<file path="config.mk">
export PLATFORM = sky130hd
export DESIGN_NAME = fpu_f32_div_arbiter
export DESIGN_NICKNAME = d
export VERILOG_FILES = /design/src/rtl/fpu_f32_div_arbiter.sv
export SDC_FILE = /design/constraint.sdc
export NUM_CORES = 1
export LEC_CHECK = 0
export CORE_MARGIN = 10
export CORE_UTILIZATION = 24
export DETAILED_ROUTE_END_ITERATION = 10
export GPL_ROUTABILITY_DRIVEN = 0
export PLACE_DENSITY = 0.5
export SLEW_MARGIN = 30
export SYNTH_ARGS = -nofsm -noshare
export SYNTH_HDL_FRONTEND = slang
export SYNTH_SLANG_ARGS = --single-unit
</file>
<file path="constraint.sdc">
create_clock -name CLK -period 3.8 [get_ports CLK]
set_input_delay 0.95 -clock CLK [delete_from_list [all_inputs] [get_ports CLK]]
set_output_delay 0.95 -clock CLK [all_outputs]
set_load 0.01 [all_outputs]
</file>
<file path="src/rtl/fpu_f32_div_arbiter.sv">
// Round-robin arbiter sharing one multicycle FP32 divider among PORT_COUNT requesters.
// Operands are held for DIV_CYCLES cycles, then the quotient lands in the issuing port's response slot.
module fpu_f32_div_arbiter #(
    parameter int PORT_COUNT = 4,
    parameter int DIV_CYCLES = 4
) (
    input  logic                     CLK,
    input  logic                     nRST,
    input  logic [PORT_COUNT-1:0]    REQ_VALID,
    output logic [PORT_COUNT-1:0]    REQ_READY,
    input  logic [PORT_COUNT*32-1:0] REQ_A,
    input  logic [PORT_COUNT*32-1:0] REQ_B,
    output logic [PORT_COUNT-1:0]    RSP_VALID,
    input  logic [PORT_COUNT-1:0]    RSP_READY,
    output logic [PORT_COUNT*32-1:0] RSP_DATA,
    output logic [31:0]              DIV_A,
    output logic [31:0]              DIV_B,
    input  logic [31:0]              DIV_O,
    output logic                     BUSY
);

    localparam int IDX_W = $clog2(PORT_COUNT);
    localparam int CNT_W = (DIV_CYCLES > 1) ? $clog2(DIV_CYCLES) : 1;
    localparam logic [CNT_W-1:0] CNT_LOAD = CNT_W'(DIV_CYCLES - 1);
    localparam logic [IDX_W-1:0] LAST_RST = IDX_W'(PORT_COUNT - 1);

    typedef enum logic {
        IDLE = 1'b0,
        EXEC = 1'b1
    } state_t;

    state_t                state, state_nxt;
    logic [CNT_W-1:0]      cnt, cnt_nxt;
    logic [IDX_W-1:0]      last, cur;
    logic [IDX_W-1:0]      scan_idx;
    logic [IDX_W-1:0]      grant_idx;
    logic                  grant_any;
    logic [PORT_COUNT-1:0] elig, pop, grant_oh, cap_oh;
    logic                  accept, capture;

    logic [31:0]           opa_p0, opb_p0;
    logic [PORT_COUNT-1:0] rsp_vld_p1;
    logic [31:0]           rsp_data_p1 [PORT_COUNT];

    // Eligibility uses only the registered response flag, so RSP_READY never reaches REQ_READY.
    assign elig = REQ_VALID & ~rsp_vld_p1;
    assign pop  = rsp_vld_p1 & RSP_READY;

    always_comb begin : rr_scan
        grant_any = 1'b0;
        grant_idx = '0;
        scan_idx  = '0;
        for (int k = 1; k <= PORT_COUNT; k++) begin
            scan_idx = IDX_W'((int'(last) + k) % PORT_COUNT);
            if (!grant_any && elig[scan_idx]) begin
                grant_any = 1'b1;
                grant_idx = scan_idx;
            end
        end
    end

    always_comb begin : grant_gen
        grant_oh = '0;
        if (nRST && (state == IDLE) && grant_any) begin
            grant_oh[grant_idx] = 1'b1;
        end
    end

    assign REQ_READY = grant_oh;
    assign accept    = |(REQ_VALID & grant_oh);
    assign capture   = (state == EXEC) && (cnt == '0);

    always_comb begin : cap_gen
        cap_oh = '0;
        if (capture) begin
            cap_oh[cur] = 1'b1;
        end
    end

    always_comb begin : fsm_next
        state_nxt = state;
        cnt_nxt   = cnt;
        case (state)
            IDLE: begin
                if (accept) begin
                    state_nxt = EXEC;
                    cnt_nxt   = CNT_LOAD;
                end
            end
            EXEC: begin
                if (cnt == '0) begin
                    state_nxt = IDLE;
                end else begin
                    cnt_nxt = cnt - CNT_W'(1);
                end
            end
            default: state_nxt = IDLE;
        endcase
    end

    always_ff @(posedge CLK) begin : fsm_reg
        if (!nRST) begin
            state <= IDLE;
            cnt   <= '0;
            last  <= LAST_RST;
            cur   <= '0;
        end else begin
            state <= state_nxt;
            cnt   <= cnt_nxt;
            if (accept) begin
                last <= grant_idx;
                cur  <= grant_idx;
            end
        end
    end

    // Stage p0: granted operands latched and held on the divider inputs through EXEC.
    always_ff @(posedge CLK) begin : opnd_reg
        if (!nRST) begin
            opa_p0 <= '0;
            opb_p0 <= '0;
        end else if (accept) begin
            opa_p0 <= REQ_A[{grant_idx, 5'd0} +: 32];
            opb_p0 <= REQ_B[{grant_idx, 5'd0} +: 32];
        end
    end

    // Stage p1: quotient captured into the issuing port's one-entry response buffer.
    always_ff @(posedge CLK) begin : rsp_vld_reg
        if (!nRST) begin
            rsp_vld_p1 <= '0;
        end else begin
            rsp_vld_p1 <= (rsp_vld_p1 & ~pop) | cap_oh;
        end
    end

    always_ff @(posedge CLK) begin : rsp_data_reg
        for (int i = 0; i < PORT_COUNT; i++) begin
            if (!nRST) begin
                rsp_data_p1[i] <= '0;
            end else if (cap_oh[i]) begin
                rsp_data_p1[i] <= DIV_O;
            end
        end
    end

    for (genvar gi = 0; gi < PORT_COUNT; gi++) begin : g_rsp_pack
        assign RSP_DATA[gi*32 +: 32] = rsp_data_p1[gi];
    end

    assign RSP_VALID = rsp_vld_p1;
    assign DIV_A     = opa_p0;
    assign DIV_B     = opb_p0;
    assign BUSY      = (state == EXEC);

    a_ready_onehot0: assert property (@(posedge CLK) disable iff (!nRST) $onehot0(REQ_READY));
    a_no_grant_exec: assert property (@(posedge CLK) disable iff (!nRST) (state == EXEC) |-> (REQ_READY == '0));
    a_grant_eligible: assert property (@(posedge CLK) disable iff (!nRST) ((REQ_READY & ~elig) == '0));

endmodule
</file>
==> out/qor.csv <==
metric;value;unit
status;finished, final reports clean;
post-layout util;0.411;
syn avg cell area;10.9;um^2
core area;39900;um^2
most common cell after layout, fill and taps aside;clkdlybuf4s50_1;
Met1 Wirelength;18900;um
area grow syn2layout;68.8;%
asr flop ratio synth;0;
Post-DP HPWL;33600;um
Die Area;48900;um^2
starting density of the core;0.243;
Slew Viols, Final;0;
Tmin final;3.76;ns
Achievable Freq;266;MHz
worst-path fanout max;4;
number of global-route vias before repair;9974;
register bit total from synthesis;203;
most frequent cells in the layout;clkdlybuf4s50_1 (496), and2_1 (129), edfxtp_1 (128), dfxtp_1 (75), nand2_1 (72);
global-route wire length before repair;68800;um
total wire length;47600;um
period utilization;0.989;
routed wl met2;22500;um
Worst R2R Setup Slack;1.38;ns
pwr/cell area;417;nW/um^2
TritonCTS clock tree;built;
Fin Clk Skew;0.0119;ns
RSZ-0062 raised after global routing;false;
grt ovf;0;
Leak Pwr;5.75;nW
die width;221;um
WHS;0.508;ns
crit path kind;in -> out;
Top Ports;499;
Req. time, crit path;2.85;ns
vias per cell;5.05;
initial DRC count;815;
drt first pass iters;5;
Final Hold Viols;0;
setup TNS;0;ns
post-route ant nets;0;
antenna violations before repair;14;
Worst IR Drop VDD;0.318;mV
total number of H-tree levels;1;
nets;1657;
Post-synth top flop;edfxtp_1;
share of post-route cells with drive strength above 1;0.0777;
vias post-DR;9651;
detailed-route DRC error count;0;
critical path launch point type;input pin;
Warnings, synthesis;0;
Mapped Area;9710;um^2
synth unique cells;45;
max-cap viol count;0;
wire per inst;24.9;um
Setup violations, final;0;
net count after synthesis;1188;
Num CTS Buffers;26;
Worst slew margin;0.395;
overall power;6.83;mW
Post-synth EDFFs;128;
# clock sinks;203;
root buffer cell;clkbuf_16;
die span in y;221;um
GRT Overall Usage;0.180;
Skew-Pair Late Insertion Delay;0.54;ns
Clock Pin Slew Worst Setup and Hold Paths;0.06;ns
min-delay worst type;reg -> reg;
placed cell area;15400;um^2
sequential area share after synthesis;0.550;
Post-Syn Instances;889;
deepest clock path buffer count;3;
largest net degree at the start of global routing;71;
Final Cell Area;16400;um^2
crit path DAT;2.81;ns
Site Rows;73;
kind of end point of the critical path;output pin;
total setup buffers inserted after CTS;0;
Met3 Wirelength;4990;um
Worst Max-Slew Pin Slew;0.908;ns
Highest Signal Layer;met5;
PortBufs;498;
## routing by layer
metal  vias up  GRT usage
met3        75     0.0758
met4         8     0.0603
li1       4456          -
met5         -          0
met2       461      0.293
met1      4651      0.210
## cells by family after synthesis
| group | after synthesis | share of synthesized area |
|---|---|---|
| AOI/OAI and AO/OA | 351 | 0.270 |
| and+or+nand+nor | 235 | 0.132 |
| DFF | 203 | 0.550 |
| buffers and inverters | 98 | 0.0447 |
| muxes | 1 | 0.00103 |
| adders and majority gates | 1 | 0.00129 |
## final timing paths
| check | startpoint | endpoint | cells after the start |
|---|---|---|---|
| max | REQ_VALID[0] | REQ_READY[1] | 7 |
| min | cnt[1]$_SDFFE_PN0P_ | cnt[1]$_SDFFE_PN0P_ | 1 |
| max reg2reg | last[1]$_SDFFE_PN1P_ | DIV_A[19]$_SDFFE_PN0P_ | 6 |
| min reg2reg | cnt[1]$_SDFFE_PN0P_ | cnt[1]$_SDFFE_PN0P_ | 1 |
## critical path, cell delays in order
cell and delay, ns:
clkdlybuf4s50_1 0.48, nor2b_2 0.21, buf_4 0.15, o21ai_2 0.17, o2bb2ai_4 0.13, nor2b_1 0.14
clkdlybuf4s50_1 0.57
## per-stage QoR
step | setup slack, ns | cells
2_1_floorplan | 0.280 | 889
3_3_place_gp | -0.0676 | 1855
3_5_place_dp | -0.0611 | 1855
4_1_cts | 0.0260 | 1902
5_1_grt | 0.00381 | 1908
6_report | 0.0401 | 1912
## cell type report
cell class              count  area, um^2
clock inverters            19         268
fillers                  3902       23500
inverters                   4        15.0
flip-flops and latches    203        5350
clock buffers              28         679
diodes                     10        25.0
well taps                 525         657
multi-input cells         588        4100
repair buffers            535        5300
## Yosys cell counts (2+ instances only)
library cell    n  area share
a21oi_1         2      0.0010
a221oi_1       64       0.058
a22oi_1        65       0.050
a31oi_1        65       0.042
a32o_1         64       0.066
and2_1        129       0.083
buf_1           2     0.00077
buf_2          11      0.0057
buf_4           4      0.0031
buf_6           5      0.0058
clkbuf_1       72       0.028
dfxtp_1        75        0.15
edfxtp_1      128        0.40
inv_1           4      0.0015
nand2_1        72       0.028
nand2b_1        7      0.0045
nand3b_1        3      0.0023
nor2_1          9      0.0035
nor2b_1         5      0.0032
nor3_1          3      0.0015
o21ai_0        73       0.038
o21ai_1         2      0.0010
o22ai_1         3      0.0019
## sequential cells by signal, summed over array words and instances, names as in the netlist
signal,cells
last,2
cur,2
DIV_A,32
rsp_data_p1,128
RSP_VALID,4
BUSY,1
cnt,2
DIV_B,32
## power by group
group          switching, mW  leakage [nW]  internal (mW)
sequential            0.0832          1.95           2.51
combinational          0.725          3.34          0.777
clock                   1.03         0.452           1.71
total                   1.84          5.75           4.99
## timing repair
item | in CTS | in global routing
hold buffers | 0 | 0
pin swaps | 0 | 0
setup endpoints to repair | 2 | 3
resized for setup | 3 | 4
Note: power is estimated with default switching activity, not from simulation.
